--- src/rtl/fetch_stage_if.sv ---
// Instruction-memory port of the fetch stage: a valid/ready request channel
// and an in-order response channel with no back-pressure.
interface fetch_stage_if;
  logic        imem_req_valid;
  logic        imem_req_ready;
  logic [31:0] imem_req_addr;
  logic        imem_rsp_valid;
  logic [31:0] imem_rsp_data;

  modport master (
    output imem_req_valid,
    output imem_req_addr,
    input  imem_req_ready,
    input  imem_rsp_valid,
    input  imem_rsp_data
  );

  modport slave (
    input  imem_req_valid,
    input  imem_req_addr,
    output imem_req_ready,
    output imem_rsp_valid,
    output imem_rsp_data
  );
endinterface

--- src/rtl/fetch_stage.sv ---
// Instruction-fetch stage: owns the program counter, issues word-aligned
// requests to instruction memory and buffers returned words with their PCs
// in a small prefetch FIFO that feeds decode. Branch redirects flush the
// FIFO and turn every in-flight request into a response that is discarded.
module fetch_stage #(
  parameter logic [31:0] RESET_PC   = 32'h0000_0000,
  parameter int          FIFO_DEPTH = 2
) (
  input  logic                 clk,
  input  logic                 rst,
  fetch_stage_if.master        imem,
  input  logic                 stall,
  input  logic                 pc_src,
  input  logic [31:0]          pc_branch,
  output logic [31:0]          instruction,
  output logic [31:0]          pc,
  output logic                 valid
);

  localparam int          CW  = $clog2(FIFO_DEPTH + 1);
  localparam int          PW  = $clog2(FIFO_DEPTH);
  localparam logic [31:0] NOP = 32'h0000_0013;

  logic [31:0]   fetch_pc;
  logic [31:0]   rsp_pc;
  logic [CW-1:0] outstanding;
  logic [CW-1:0] drop;
  logic [CW-1:0] count;
  logic [PW-1:0] rd_ptr;
  logic [PW-1:0] wr_ptr;
  logic [31:0]   fifo_pc    [FIFO_DEPTH];
  logic [31:0]   fifo_instr [FIFO_DEPTH];

  logic [31:0]   branch_target;
  logic          pop;
  logic          accept;
  logic          rsp_drop;
  logic          rsp_take;
  logic          rsp_legal;
  logic [CW+1:0] credit_used;
  logic [CW:0]   drop_redirect;

  assign branch_target = pc_branch & 32'hFFFF_FFFC;

  assign valid = (count != '0);
  assign pop   = valid && !stall && !pc_src;

  // The entry leaving the FIFO this cycle frees its slot for a new request;
  // without this a 2-deep buffer could not sustain one instruction per cycle.
  assign credit_used = (CW+2)'(outstanding) + (CW+2)'(count) + (CW+2)'(drop)
                     - (CW+2)'(pop);

  assign imem.imem_req_valid = !rst && (credit_used < (CW+2)'(FIFO_DEPTH));
  assign imem.imem_req_addr  = fetch_pc;
  assign accept              = imem.imem_req_valid && imem.imem_req_ready;

  // Wrong-path responses are always older than right-path ones, so while
  // drop is non-zero the response at hand belongs to the abandoned path.
  assign rsp_drop  = imem.imem_rsp_valid && (drop != '0);
  assign rsp_take  = imem.imem_rsp_valid && (drop == '0) && (outstanding != '0);
  assign rsp_legal = rsp_drop || rsp_take;

  // On a redirect everything in flight (including a request accepted this
  // cycle) is discarded later; a response arriving now is discarded at once.
  assign drop_redirect = (CW+1)'(drop) + (CW+1)'(outstanding)
                       + (CW+1)'(accept) - (CW+1)'(rsp_legal);

  assign instruction = valid ? fifo_instr[rd_ptr] : NOP;
  assign pc          = valid ? fifo_pc[rd_ptr]    : '0;

  // PC, credit counters and FIFO pointers; redirect outranks stall.
  always_ff @(posedge clk) begin
    if (rst) begin
      fetch_pc    <= RESET_PC;
      rsp_pc      <= RESET_PC;
      outstanding <= '0;
      drop        <= '0;
      count       <= '0;
      rd_ptr      <= '0;
      wr_ptr      <= '0;
    end else if (pc_src) begin
      fetch_pc    <= branch_target;
      rsp_pc      <= branch_target;
      outstanding <= '0;
      drop        <= drop_redirect[CW-1:0];
      count       <= '0;
      rd_ptr      <= '0;
      wr_ptr      <= '0;
    end else begin
      if (accept) begin
        fetch_pc <= fetch_pc + 32'd4;
      end
      if (rsp_take) begin
        rsp_pc <= rsp_pc + 32'd4;
        wr_ptr <= wr_ptr + 1'b1;
      end
      if (pop) begin
        rd_ptr <= rd_ptr + 1'b1;
      end
      outstanding <= outstanding + CW'(accept) - CW'(rsp_take);
      drop        <= drop - CW'(rsp_drop);
      count       <= count + CW'(rsp_take) - CW'(pop);
    end
  end

  // FIFO storage; contents need no reset because count gates visibility.
  always_ff @(posedge clk) begin
    if (!rst && !pc_src && rsp_take) begin
      fifo_pc[wr_ptr]    <= rsp_pc;
      fifo_instr[wr_ptr] <= imem.imem_rsp_data;
    end
  end

  // A response with nothing in flight is a memory protocol error; it is ignored.
  assert property (@(posedge clk) disable iff (rst)
    !(imem.imem_rsp_valid && (outstanding == '0) && (drop == '0)));

endmodule

--- src/flat_wrapper.sv ---
// flat-port wrapper written by rule: the top's interface ports become plain ports
module fetch_stage_flat 
#(
  parameter logic [31:0] RESET_PC   = 32'h0000_0000,
  parameter int          FIFO_DEPTH = 2
)
  (clk, rst, stall, pc_src, pc_branch, instruction, pc, valid, imem_imem_req_valid, imem_imem_req_addr, imem_imem_req_ready, imem_imem_rsp_valid, imem_imem_rsp_data);
  fetch_stage_if imem_i ();
  input  logic clk;
  input  logic rst;
  input  logic stall;
  input  logic pc_src;
  input  logic [31:0] pc_branch;
  output logic [31:0] instruction;
  output logic [31:0] pc;
  output logic valid;
  output wire logic [$bits(imem_i.imem_req_valid)-1:0] imem_imem_req_valid;
  output wire logic [$bits(imem_i.imem_req_addr)-1:0] imem_imem_req_addr;
  input wire logic [$bits(imem_i.imem_req_ready)-1:0] imem_imem_req_ready;
  input wire logic [$bits(imem_i.imem_rsp_valid)-1:0] imem_imem_rsp_valid;
  input wire logic [$bits(imem_i.imem_rsp_data)-1:0] imem_imem_rsp_data;
  assign imem_imem_req_valid = imem_i.imem_req_valid;
  assign imem_imem_req_addr = imem_i.imem_req_addr;
  assign imem_i.imem_req_ready = imem_imem_req_ready;
  assign imem_i.imem_rsp_valid = imem_imem_rsp_valid;
  assign imem_i.imem_rsp_data = imem_imem_rsp_data;
  fetch_stage #(.RESET_PC(RESET_PC), .FIFO_DEPTH(FIFO_DEPTH)) u_core (.clk(clk), .rst(rst), .imem(imem_i), .stall(stall), .pc_src(pc_src), .pc_branch(pc_branch), .instruction(instruction), .pc(pc), .valid(valid));
endmodule
--- config.mk ---
export PLATFORM = sky130hd
export DESIGN_NAME = fetch_stage_flat
export DESIGN_NICKNAME = d
export VERILOG_FILES = /design/src/rtl/fetch_stage_if.sv /design/src/rtl/fetch_stage.sv /design/src/flat_wrapper.sv
export SDC_FILE = /design/constraint.sdc
export NUM_CORES = 1
export LEC_CHECK = 0
export ABC_AREA = 0
export CAP_MARGIN = 10
export CELL_PAD_IN_SITES_DETAIL_PLACEMENT = 0
export CELL_PAD_IN_SITES_GLOBAL_PLACEMENT = 1
export CORE_MARGIN = 4
export CORE_UTILIZATION = 44
export DETAILED_ROUTE_END_ITERATION = 8
export PLACE_DENSITY = 0.92
export SYNTH_ARGS = -nofsm -noshare
export SYNTH_HDL_FRONTEND = slang
export SYNTH_SLANG_ARGS = --single-unit
--- constraint.sdc ---
create_clock -name clk -period 10.4 [get_ports clk]
set_input_delay 1.56 -clock clk [delete_from_list [all_inputs] [get_ports clk]]
set_output_delay 1.56 -clock clk [all_outputs]
set_load 0.05 [all_outputs]
### Yosys cells after proc, flatten, opt, wreduce, memory -nomap -nowiden

Memory sizes are Yosys's and may differ from the RTL's. A register that Yosys moved wholly into a read port is not among the register bits.
Index checks and enable logic that the tools add are counted.

| word-level totals | value |
|---|---|
| register bits after elaboration | 72 |
| memory bits (writable) | 128 |
| output and inout port bits | 98 |
| logic and storage cells | 60 |
| memories | 2 |

| cells by class | value |
|---|---|
| add/sub/neg operators | 15 |
| $lt $le $gt $ge | 1 |
| multiplexer cells | 13 |
| reduce and logical (&&, ||, !) cells | 20 |

Memories:

| name | depth | width | rd ports | clocked after memory_dff | write ports | RTL line | source |
|---|---|---|---|---|---|---|---|
| u_core.fifo_instr | 2 | 32 | 1 | 1 | 1 | fetch_stage.sv:32 | `logic [31:0] fifo_instr [FIFO_DEPTH];` |
| u_core.fifo_pc | 2 | 32 | 1 | 1 | 1 | fetch_stage.sv:31 | `logic [31:0] fifo_pc [FIFO_DEPTH];` |

Operators with widths:

| cell | count |
|---|---|
| two-way mux 32 bit | 6 |
| adder 32 x 3 -> 32 bit, second input constant | 2 |
| nonzero test 2 bit | 5 |
| logical AND 1 bit | 9 |
| subtractor 2 x 1 -> 2 bit | 4 |
| adder 2 x 1 -> 2 bit | 3 |
| two-way mux 1 bit | 6 |
| adder 4 x 2 -> 4 bit | 1 |
| less-than comparator 4 x 2 -> 1 bit, second input constant | 1 |
| subtractor 4 x 1 -> 4 bit | 1 |
| adder 2 x 2 -> 3 bit | 1 |
| zero test 1 bit | 3 |
| adder 1 bit, second input constant | 2 |
| adder 2 bit | 1 |
| zero test 2 bit | 1 |
| two-way mux 2 bit | 1 |
| OR reduction 2 bit | 1 |
| logical OR 1 bit | 1 |

### Logic depth before layout (Yosys ltp)

Gate-level depths: netlist (run 1).

| logic depth | value |
|---|---|
| depth after elaboration | 10 |
| depth in mapped cells | 18 |
| mapped depth without buffers | 17 |

### Least setup slack after synthesis (run 1)

No wires, ideal clock.

| timing path | value |
|---|---|
| path kind | input -> register |
| start | input port rst |
| end | memory u_core.fifo_instr[0][0] (enable) |
| data arrival time | 6.349 ns |
| data required time | 9.842 ns |
| slack | 3.493 ns |
| stages on the path | 4 |
| buffers on the path | 2 |
| path through | clkbuf_1 or2_2 clkbuf_1 nor3_1 |

| on the way | value |
|---|---|
| cells in the longest elaborated chain, start to end | 5 |

Ends and longest elaborated chain:

| item | RTL line | source |
|---|---|---|
| start, declared | flat_wrapper.sv:10 | `input logic rst;` |
| zero test 1 bit | fetch_stage.sv:108 | `if (!rst && !pc_src && rsp_take) begin` |
| logical AND 1 bit (2 in series) | fetch_stage.sv:108 |  |
| two-way mux 1 bit | fetch_stage.sv:108 |  |
| two-way mux 1 bit (not written as such) | fetch_stage.sv:110 | `fifo_instr[wr_ptr] <= imem.imem_rsp_data;` |
| end, declared | fetch_stage.sv:32 |  |

No other way between the ends.

### Worst setup path in the final report (run 1)

| timing path | value |
|---|---|
| start | input port pc_src |
| end | output port imem_imem_req_valid |

| on the way | value |
|---|---|
| cells in the longest elaborated chain, start to end | 5 |

Ends and longest elaborated chain:

| item | RTL line | source |
|---|---|---|
| start, declared | flat_wrapper.sv:12 | `input logic pc_src;` |
| zero test 1 bit | fetch_stage.sv:46 | `assign pop = valid && !stall && !pc_src;` |
| logical AND 1 bit | fetch_stage.sv:46 |  |
| subtractor 4 x 1 -> 4 bit | fetch_stage.sv:51 | `- (CW+2)'(pop);` |
| less-than comparator 4 x 2 -> 1 bit | fetch_stage.sv:53 | `assign imem.imem_req_valid = !rst && (credit_used < (CW+2)'(FIFO_DEPTH));` |
| logical AND 1 bit | fetch_stage.sv:53 |  |
| end, declared | flat_wrapper.sv:17 | `output wire logic [$bits(imem_i.imem_req_valid)-1:0] imem_imem_req_valid;` |

No other way between the ends.

==> results of run 1 <==
## stage by stage
step / setup WS (ps) / hold WS [ps] / cells
global placement: 4100 / 488 / 1143
finish: 4110 / 504 / 1175
CTS: 4090 / 511 / 1175
detailed placement: 4100 / 501 / 1143
global route: 3830 / 536 / 1175
floorplan: 3490 / 447 / 751
## power groups by stage
stage          clock, mW  combinational, mW  sequential, mW
2_1_floorplan          0              0.126           0.908
3_3_place_gp           0              0.233           0.885
3_5_place_dp           0              0.236           0.886
4_1_cts            0.651              0.238           0.869
5_1_grt            0.681              0.258           0.874
6_report           0.637              0.237           0.870
## cell families after synthesis
logic type / Yosys count / share of synthesized area
AOI/OAI and AO/OA: 136 / 0.111
xor gates and xnor gates: 48 / 0.0485
adders and majority gates: 14 / 0.0228
buffers and inverters: 95 / 0.0442
DFF: 193 / 0.589
muxes: 64 / 0.0740
other: 1 / 0.000433
and+or+nand+nor: 197 / 0.109
## cells in the mapped netlist, types with 2 or more instances
master	count	area (um2)
a21boi_0	37	278
a21oi_1	35	175
and2_1	5	31.3
and3_1	12	75.1
and4_1	8	70.1
buf_1	7	26.3
buf_2	9	45.0
buf_4	4	30.0
clkbuf_1	22	82.6
dfxtp_1	69	1380
edfxtp_1	124	3720
fa_1	3	60.1
ha_1	11	138
inv_1	51	191
inv_2	2	7.51
mux2i_1	64	641
nand2_1	29	109
nand3_1	17	85.1
nand4_1	13	81.3
nor2_1	83	312
nor3_1	17	85.1
nor4_1	5	31.3
o2111ai_1	7	61.3
o211ai_1	3	22.5
o21a_1	16	120
o21ai_0	6	30.0
o21ai_1	3	15.0
o31a_1	23	201
or3_1	2	12.5
xnor2_1	24	210
xor2_1	24	210
## how the worst min path moves through the flow
stage	depth (start not counted)	slack (ps)	from	endpoint
2_1_floorplan	0	450	u_core.rsp_pc[31]	u_core.fifo_pc[0][31]
3_3_place_gp	2	490	u_core.rd_ptr	flop
3_5_place_dp	2	500	u_core.rd_ptr	flop
4_1_cts	2	510	u_core.rd_ptr	flop
5_1_grt	0	540	u_core.rsp_pc[14]	u_core.fifo_pc[0][14]
6_report	2	500	u_core.rd_ptr	flop
## cell type report
| cell class | count | area [um2] |
|---|---|---|
| clock buffers | 25 | 551 |
| clock inverters | 7 | 40.0 |
| fillers | 1681 | 8310 |
| inverters | 53 | 199 |
| multi-input cells | 463 | 3190 |
| flip-flops and latches | 193 | 5110 |
| well taps | 265 | 332 |
| repair buffers | 169 | 1670 |
## routing by layer
| metal | vias up | wire length, um |
|---|---|---|
| li1 | 2965 | - |
| met5 | - | 0 |
| met4 | 0 | 237 |
| met3 | 18 | 1350 |
| met2 | 184 | 8330 |
| met1 | 2834 | 8890 |
## sequential cells by signal, indices dropped and copies added, names as in the netlist, named ones only
name / count
u_core.fifo_pc: 60
u_core.outstanding: 2
u_core.rd_ptr: 1
u_core.imem.imem_req_addr: 30
u_core.fifo_instr: 64
u_core.wr_ptr: 1
u_core.count: 2
u_core.rsp_pc: 30
u_core.drop: 2
## layout by cell type, fill, tap and decap left out, drive strengths merged
cell type / instances
o21ai: 9
or2: 1
nand3b: 1
or3: 2
nor2b: 1
clkbuf: 25
edfxtp: 124
a21oi: 35
inv: 57
o211ai: 4
o21bai: 1
nor4: 6
mux2i: 64
nand4: 13
a31oi: 2
and4b: 1
clkinv: 3
dfxtp: 69
nor2: 84
conb: 4
o21a: 16
o2111ai: 8
nand3: 17
clkdlybuf4s50: 160
and2: 5
o31a: 23
and3: 12
fa: 3
nand2: 29
a21o: 1
nor3: 17
xor2: 24
a21boi: 37
buf: 9
xnor2: 24
ha: 11
and4: 8
## worst register-to-register path: stages (launching register included)
cell	delay [ps]
dfxtp_1	440
ha_1	180
inv_1	40
fa_1	440
ha_1	340
inv_1	60
ha_1	280
and4b_1	190
nand3_1	100
and4_1	420
o21ai_1	380
inv_1	140
fa_1	430
xnor2_1	210
xnor2_1	140
mux2i_1	110
xnor2_1	160
nor2_1	50
==> results.py, run 1 <==
metrics = {
    "run_status": {
        "run_status": "finished, final reports clean",
    },
    "sta": {
        "fin_setup_tns_ps": 0,
        "rsz0062_at_grt": "false",
        "relSlewSlack": 0.259,
        "min_period_ps": 6290,
        "tightestPinTransition_ps": 1110,
        "setup_viol_count_final": 0,
        "report.final.hold_viol_count": 0,
        "slew_viol_final": 0,
        "fin_crit_sh": 0.605,
        "fin_skew_ps": 10.6,
        "timing.fmax_mhz": 159,
    },
    "routing": {
        "route.detailed.wl_per_inst_um": 16.0,
        "dr.first_iter.drc_count": 296,
        "num_vias": 6001,
        "ant_nets": 0,
        "drc_errors": 0,
        "drt_wl_total_um": 18800,
        "viasPerCell": 5.11,
        "drtPass1Iterations": 6,
    },
    "worst_hold_path": {
        "min_path_type": "flop to flop",
    },
    "job": {
        "maxCapViolations": 0,
    },
    "power_and_ir_drop": {
        "powerDensity_nw_per_um2": 157,
        "p_seq_frac": 0.499,
        "p_int_mw": 1.31,
        "power_mw": 1.74,
        "ir_worst_vdd_mv": 0.129,
        "switching_power_mw": 0.438,
        "pwr-share-clk": 0.365,
        "leakagePower_nw": 3.77,
        "switching_share": 0.251,
        "combPwrFrac": 0.136,
    },
    "critical_path": {
        "critPathCapture": "imem_imem_req_valid",
        "cp-end-kind": "output port",
        "path_max_fanout": 58,
        "worstPathCellList": "buf_2 > buf_4 > nor2_1 > nand3_1 > ha_1 > and4b_1 > nand3_1 > and4_1 > nor2_1 > nor2_1 > clkdlybuf4s50_1",
        "slowest_delay_ps": 820,
        "worst_ep_required_time_ps": 8840,
        "r2r-end": "u_core.drop[1]",
        "critPathTopFamily": "simple AND/OR/NAND/NOR gates",
        "r2r_cells": 17,
        "worstReg2RegStart": "u_core.count[0]",
        "cp_num_cells": 11,
        "cp_slowest_cell": "clkdlybuf4s50_1",
        "start_kind": "primary input",
        "r2r_slack_ps": 6170,
        "cp_common_cell": "nor2_1",
        "critical_path_class": "primary input to output port",
        "critPathBufInv": 3,
        "crit_start": "pc_src",
        "worst_ep_arrival_time_ps": 4730,
    },
    "global_route": {
        "overflow": 0,
        "use_met3": 0.0442,
        "grt_pass1_wl_um": 29800,
        "busiest_layer": "met2",
        "gr-usage-all-layers": 0.170,
        "first_global_vias": 5794,
        "grtUsageMet1": 0.237,
        "gr-usage-met2": 0.266,
        "grt_max_degree": 63,
        "antenna_found_initial": 0,
    },
    "floorplan": {
        "start_util": 0.446,
        "die_w_um": 148,
        "die_area_um2": 22000,
        "rows": 51,
        "io_pins": 168,
        "fp.dieH_um": 148,
        "fp.coreArea_um2": 19400,
    },
    "yosys": {
        "avgSynthCellArea_um2": 11.6,
        "yosysWarningCount": 0,
        "synth_cell_types": 44,
        "ys.flop_type": "edfxtp_1",
        "ys_seq_elements": 193,
        "syn_area_um2": 8660,
        "synth_seq_area_share": 0.589,
        "synth_async_sr_flop_share": 0,
        "synth_enable_flop_cells": 124,
        "synth_cells": 748,
    },
    "clock_tree": {
        "numCtsBuffers": 17,
        "holdBufCountCts": 0,
        "htreeDepth": 4,
        "cts_resized": 0,
        "cts_tree": "built",
        "insertion_delay_ps": 430,
        "cts.sinks": 193,
        "clockRootBuffer": "clkbuf_16",
        "postCtsSetupRepairBufs": 0,
        "clockBufferDepth": 2,
        "path_clk_slew_ps": 60,
    },
    "placement": {
        "globalplace.congestion": 0.804,
        "port_buffers": 161,
        "place_area_um2": 10500,
        "dp_hpwl_um": 12800,
    },
    "layout": {
        "final_util": 0.572,
        "area_delta_synth_final_pct": 28.0,
        "fin_nets": 981,
        "antenna_cells": 0,
        "fin_area_um2": 11100,
        "layout-drive-gt1-share": 0.0527,
    },
}
Power figures use the tool's default switching activity.
==> inputs of run 2 (changes only) <==
--- a/config.mk
+++ b/config.mk
@@ -10,9 +10,9 @@
 export CELL_PAD_IN_SITES_DETAIL_PLACEMENT = 0
 export CELL_PAD_IN_SITES_GLOBAL_PLACEMENT = 1
 export CORE_MARGIN = 4
-export CORE_UTILIZATION = 44
+export CORE_UTILIZATION = 41
 export DETAILED_ROUTE_END_ITERATION = 8
-export PLACE_DENSITY = 0.92
+export PLACE_DENSITY = 0.87
 export SYNTH_ARGS = -nofsm -noshare
 export SYNTH_HDL_FRONTEND = slang
 export SYNTH_SLANG_ARGS = --single-unit
==> constraint.sdc (replaced) <==
create_clock -name clk -period 5.9 [get_ports clk]
set_input_delay 0.885 -clock clk [delete_from_list [all_inputs] [get_ports clk]]
set_output_delay 0.885 -clock clk [all_outputs]
set_load 0.05 [all_outputs]
==> run 2 against run 1 <==
  * Core utilization shrank 2.9 points
  * Cell count is 0.60% higher
  * Hold slack worse by 9.5 ps
  * Sequential share of layout area down 0.14 points
  * Highest routed layer unchanged
  * Total power up 77%
  * Critical endpoint unchanged
==> results.py, run 2 (synthesized netlist as in run 1, its figures left out) <==
metrics = {
    "run_status": {
        "run_status": "finished, final reports clean",
    },
    "global_route": {
        "grt_pass1_wl_um": 30400,
        "first_global_vias": 5803,
        "antenna_found_initial": 0,
        "grt_max_degree": 63,
        "gr-usage-all-layers": 0.160,
        "overflow": 0,
    },
    "clock_tree": {
        "path_clk_slew_ps": 70,
        "holdBufCountCts": 0,
        "htreeDepth": 4,
        "clockRootBuffer": "clkbuf_16",
        "insertion_delay_ps": 430,
        "postCtsSetupRepairBufs": 0,
        "clockBufferDepth": 2,
        "numCtsBuffers": 17,
        "cts.sinks": 193,
        "cts_tree": "built",
        "cts_resized": 0,
    },
    "layout": {
        "final_common_cell": "clkdlybuf4s50_1",
        "largest_register_ffs": 64,
        "layout-drive-gt1-share": 0.0570,
        "area_delta_synth_final_pct": 28.4,
        "final_cell_mix": "160 x clkdlybuf4s50_1, 124 x edfxtp_1, 83 x nor2_1",
        "instances_no_fill": 1182,
        "fin_nets": 983,
        "antenna_cells": 0,
        "largestRegisters": "u_core.fifo_instr x64, u_core.fifo_pc x60",
        "regMostFlops": "u_core.fifo_instr",
        "fillCellCount": 1796,
    },
    "power_and_ir_drop": {
        "ir_worst_vdd_mv": 0.207,
        "powerDensity_nw_per_um2": 278,
        "leakagePower_nw": 3.77,
    },
    "critical_path": {
        "path_max_fanout": 5,
        "r2r_cells": 18,
        "r2r_slack_ps": 1770,
        "worst_ep_arrival_time_ps": 3770,
        "cp_slowest_cell": "clkdlybuf4s50_1",
        "r2r-end": "u_core.drop[1]",
        "critical_path_class": "primary input to output port",
        "start_kind": "primary input",
        "worstReg2RegStart": "u_core.count[0]",
        "worstPathCellList": "clkdlybuf4s50_1 > nor2_1 > nand3_1 > inv_1 > o21ai_0 > fa_1 > nor2b_1 > nand2_1 > nor2_1 > clkdlybuf4s50_1",
        "worst_ep_required_time_ps": 5020,
        "cp-end-kind": "output port",
        "slowest_delay_ps": 820,
    },
    "placement": {
        "port_buffers": 161,
        "dp_hpwl_um": 13100,
        "dp.cells": 1150,
        "globalplace.congestion": 0.814,
    },
    "job": {
        "maxCapViolations": 0,
    },
    "worst_hold_path": {
        "min_path_type": "flop to flop",
        "hold_depth": 0,
        "min_to": "u_core.fifo_pc[1][31]",
        "hp-start": "u_core.rsp_pc[31]",
    },
    "routing": {
        "route.detailed.wl_per_inst_um": 15.8,
        "num_vias": 5976,
        "drc_errors": 0,
        "ant_nets": 0,
        "viasPerCell": 5.06,
        "drt_wl_total_um": 18700,
        "dr.first_iter.drc_count": 381,
        "drtPass1Iterations": 5,
    },
    "sta": {
        "tightestPinTransition_ps": 830,
        "setup_viol_count_final": 0,
        "holdWs_ps": 495,
        "fin_setup_tns_ps": 0,
        "fin_crit_sh": 0.789,
        "relSlewSlack": 0.443,
        "report.final.hold_viol_count": 0,
        "timing.fmax_mhz": 215,
        "fin_skew_ps": 20.5,
        "rsz0062_at_grt": "false",
        "slew_viol_final": 0,
        "min_period_ps": 4660,
    },
    "floorplan": {
        "die_area_um2": 23500,
        "rows": 52,
        "fp.dieH_um": 153,
        "io_pins": 168,
        "start_util": 0.423,
        "fp.coreArea_um2": 20500,
        "die_w_um": 153,
    },
}
[run 2: final cells by class]
| class | instances | area (um2) | area share |
|---|---|---|---|
| clock buffers | 21 | 483 | 0.0434 |
| well taps | 270 | 338 | 0.0304 |
| flip-flops and latches | 193 | 5110 | 0.459 |
| inverters | 53 | 199 | 0.0179 |
| multi-input cells | 463 | 3200 | 0.287 |
| clock inverters | 11 | 114 | 0.0102 |
| repair buffers | 171 | 1680 | 0.151 |
[run 2: through the flow]
| stage | area (um2) | power (mW) | util | setup WS (ps) |
|---|---|---|---|---|
| 6_report | 11100 | 3.09 | 0.543 | 1240 |
| 3_5_place_dp | 10500 | 1.98 | 0.513 | 1240 |
| 4_1_cts | 11100 | 3.13 | 0.543 | 1230 |
| 3_3_place_gp | 10500 | 1.97 | 0.513 | 1240 |
| 5_1_grt | 11100 | 3.23 | 0.543 | 983 |
| 2_1_floorplan | 8680 | 1.82 | - | 1570 |
[run 2: worst max-delay path, delay by kind of cell]
| family | cells | cell delay [ps] |
|---|---|---|
| adders and majority gates | 1 | 480 |
| buffers and inverters | 3 | 1400 |
| AOI/OAI and AO/OA | 1 | 110 |
| and+or+nand+nor | 5 | 880 |
[run 2: how the worst max path moves through the flow]
| stage | slack (ps) | cells after the start | startpoint | to |
|---|---|---|---|---|
| 2_1_floorplan | 1570 | 4 | rst | u_core.fifo_instr[0][0] |
| 3_3_place_gp | 1240 | 10 | stall | imem_imem_req_valid |
| 3_5_place_dp | 1240 | 10 | stall | imem_imem_req_valid |
| 4_1_cts | 1230 | 10 | stall | imem_imem_req_valid |
| 5_1_grt | 980 | 10 | stall | imem_imem_req_valid |
| 6_report | 1240 | 10 | stall | imem_imem_req_valid |
[run 2: per-layer routing]
metal / share of wire / global-route usage
met5: 0 / 0
met1: 0.48 / 0.231
met2: 0.43 / 0.238
met3: 0.070 / 0.0461
met4: 0.012 / 0.0433
[run 2: power by group]
| part | switching (mW) | internal [mW] |
|---|---|---|
| clock | 0.501 | 0.644 |
| sequential | 0.0515 | 1.48 |
| combinational | 0.245 | 0.171 |
==> RTL change, RTL diff (flow settings as in run 2) <==
`FIFO_DEPTH` is set to 2 in 2 places; all go to 4.
--- a/src/rtl/fetch_stage.sv
+++ b/src/rtl/fetch_stage.sv
@@ -5,5 +5,5 @@
 module fetch_stage #(
   parameter logic [31:0] RESET_PC   = 32'h0000_0000,
-  parameter int          FIFO_DEPTH = 2
+  parameter int          FIFO_DEPTH = 4
 ) (
   input  logic                 clk,
--- a/src/flat_wrapper.sv
+++ b/src/flat_wrapper.sv
@@ -3,5 +3,5 @@
 #(
   parameter logic [31:0] RESET_PC   = 32'h0000_0000,
-  parameter int          FIFO_DEPTH = 2
+  parameter int          FIFO_DEPTH = 4
 )
   (clk, rst, stall, pc_src, pc_branch, instruction, pc, valid, imem_imem_req_valid, imem_imem_req_addr, imem_imem_req_ready, imem_imem_rsp_valid, imem_imem_rsp_data);
Behaviour: not the same (Yosys sat finds a counterexample within 4 cycles, from zero or initial values and one cycle with rst high).
==> RTL change against run 2 <==
  * Synthesized cell count up 30%
  * Critical path type is now register to output pin
  * Sequential cell count increased by 130
  * Critical endpoint unchanged
  * Area after synthesis up 63%
  * Setup slack lost 0.32 ns
  * Core utilization down 2.9 points
  * Largest cell class unchanged
  * Total power grew 86%
  * Design area increased by 56%
  * Wire length is 67% higher
==> RTL change: results (changes against run 2) <==
** Layout
- Area used by multi-input combinational logic :: 4690 sq um (+47%)
- Area of all placed cells without fillers :: 17300 sq um (+56%)
- Number of filler instances in the final layout :: 2829 (+58%)
- Final non-clock buffer share :: 9.98% (-5.1 points)
- The area of all sequential standard cells is 8950 sq um (+75%).
- Post-layout nets :: 1232 (+25%)
- Final-layout clock buffer total :: 41 (+95%)
- Fraction of layout instances using a drive strength above 1 :: 13.2% (+7.5 points)
- The multi-input combinational gate total came to 540 (+17%).

** Power
- The net switching power of the design is 1.60 mW (+100%).
- The portion of total power attributed to combinational logic came to 18.0% (+4.6 points).
- Peak supply drop :: 0.000300 V (+45%)
- Portion of total power attributed to sequential cells :: 44.5% (-5.0 points)
- Leak pwr :: 5.68 nW (+50%)

** STA
- Setup clock skew after layout :: 0.0206 ns (+0.000123 ns)
- Headroom to the max-slew limit :: 34.2% (-10 points)

** Run status
- Outcome :: finished, final reports clean

** Logic synthesis
- The adder and majority gate portion of the synthesized area was 2.57% (+0.29 points).
- The number of synthesized register bits is 323 (+67%).
- Instance count of the mapped netlist :: 975 (+30%)
- The post-synthesis sequential area ratio came to 63.5% (+4.5 points).
- After synthesis, the cell types taking the most area are sky130_fd_sc_hd__edfxtp_1, sky130_fd_sc_hd__dfxtp_1, sky130_fd_sc_hd__mux4_2.
- Cell variety after synth :: 60 (+36%)
- Synth Area in Compound Gates :: 7.48% (-3.7 points)
- The number of enable-type register cells in the synthesized netlist is 248 (+100%).
- Portion of netlist area occupied by mux cells :: 10.3% (+2.9 points)

** Worst setup path
- The maximum fanout count along the critical path was 27 (+22).
- In this design, the largest share of critical-path delay is due to adder cells.
- The worst endpoint data arrival time is 4.09 ns (+0.32 ns).
- Largest stage delay, worst path :: 0.47 ns (-0.35 ns)
- Max stage delay cell, worst path :: sky130_fd_sc_hd__mux2_4

** Placed design
- The count of buffers inserted at the top-level ports is 161 (unchanged).
- The detailed-placement wirelength estimate is 20.2 mm (+54%).
- Placer congestion estimate :: 0.868 (+6.7%)
- The total cell area at the placement stage came to 16200 sq um (+54%).
- Total placed cells including tap cells :: 1547 (+35%)
- Worst slack at placement :: 1.17 ns (-0.0739 ns)

** Clocking
- The number of H-tree levels was 2 (-2).
- Maximum buffer depth of the clock tree :: 3 (+1)
- Total clock buffers created by CTS :: 35 (+18)

** Drt
- Vias per std cell :: 5.39 (+6.7%)
- The number of DRC violations after detailed-routing iteration 0 came to 581 (+52%).
- Average detailed-routed wire length per instance :: 19.4 um (+23%)
- The detailed-routed wire length on met3 is 2.13 mm (+63%).
- Metal-1 WL :: 14.4 mm (+59%)
- The met2 routed wirelength was 14.3 mm (+76%).

** Global route
- The met1 usage came to 23.9% (+0.85 points).
- First-pass GRT wire length :: 49.5 mm (+63%)
- The number of global-route vias before repair was 8801 (+52%).
- Maximum number of pins on one net before global-route repair :: 64 (+1.6%)
- The overall routing resource usage was 16.4% (+0.39 points).

** Floorplanning
- Standard cell core area :: 33700 sq um (+64%)
RTL change: cell types whose count changed after synthesis, moves of 15 or more:
cell                              run 2  this run
sky130_fd_sc_hd__o21a_1              16         1
sky130_fd_sc_hd__nor2_1              83        41
sky130_fd_sc_hd__edfxtp_1           124       248
sky130_fd_sc_hd__o31a_1              23         6
sky130_fd_sc_hd__and2_1               5        71
sky130_fd_sc_hd__a31oi_1              1        20
sky130_fd_sc_hd__o21bai_1             1        16
sky130_fd_sc_hd__mux2i_1             64         2
sky130_fd_sc_hd__a21boi_0            37        13
sky130_fd_sc_hd__mux4_2               0        62
RTL change: path summary, 6_finish.rpt:
check | endpoint | slack, ns | from | depth (start not counted)
worst min register to register | u_core.wr_ptr[1] | 0.51 | u_core.wr_ptr[1] | 2
worst max register to register | u_core.drop[2] | 1.16 | u_core.outstanding[0] | 19
worst min-delay path | u_core.wr_ptr[1] | 0.51 | u_core.wr_ptr[1] | 2
worst max-delay path | imem_imem_req_valid | 0.92 | u_core.outstanding[0] | 13
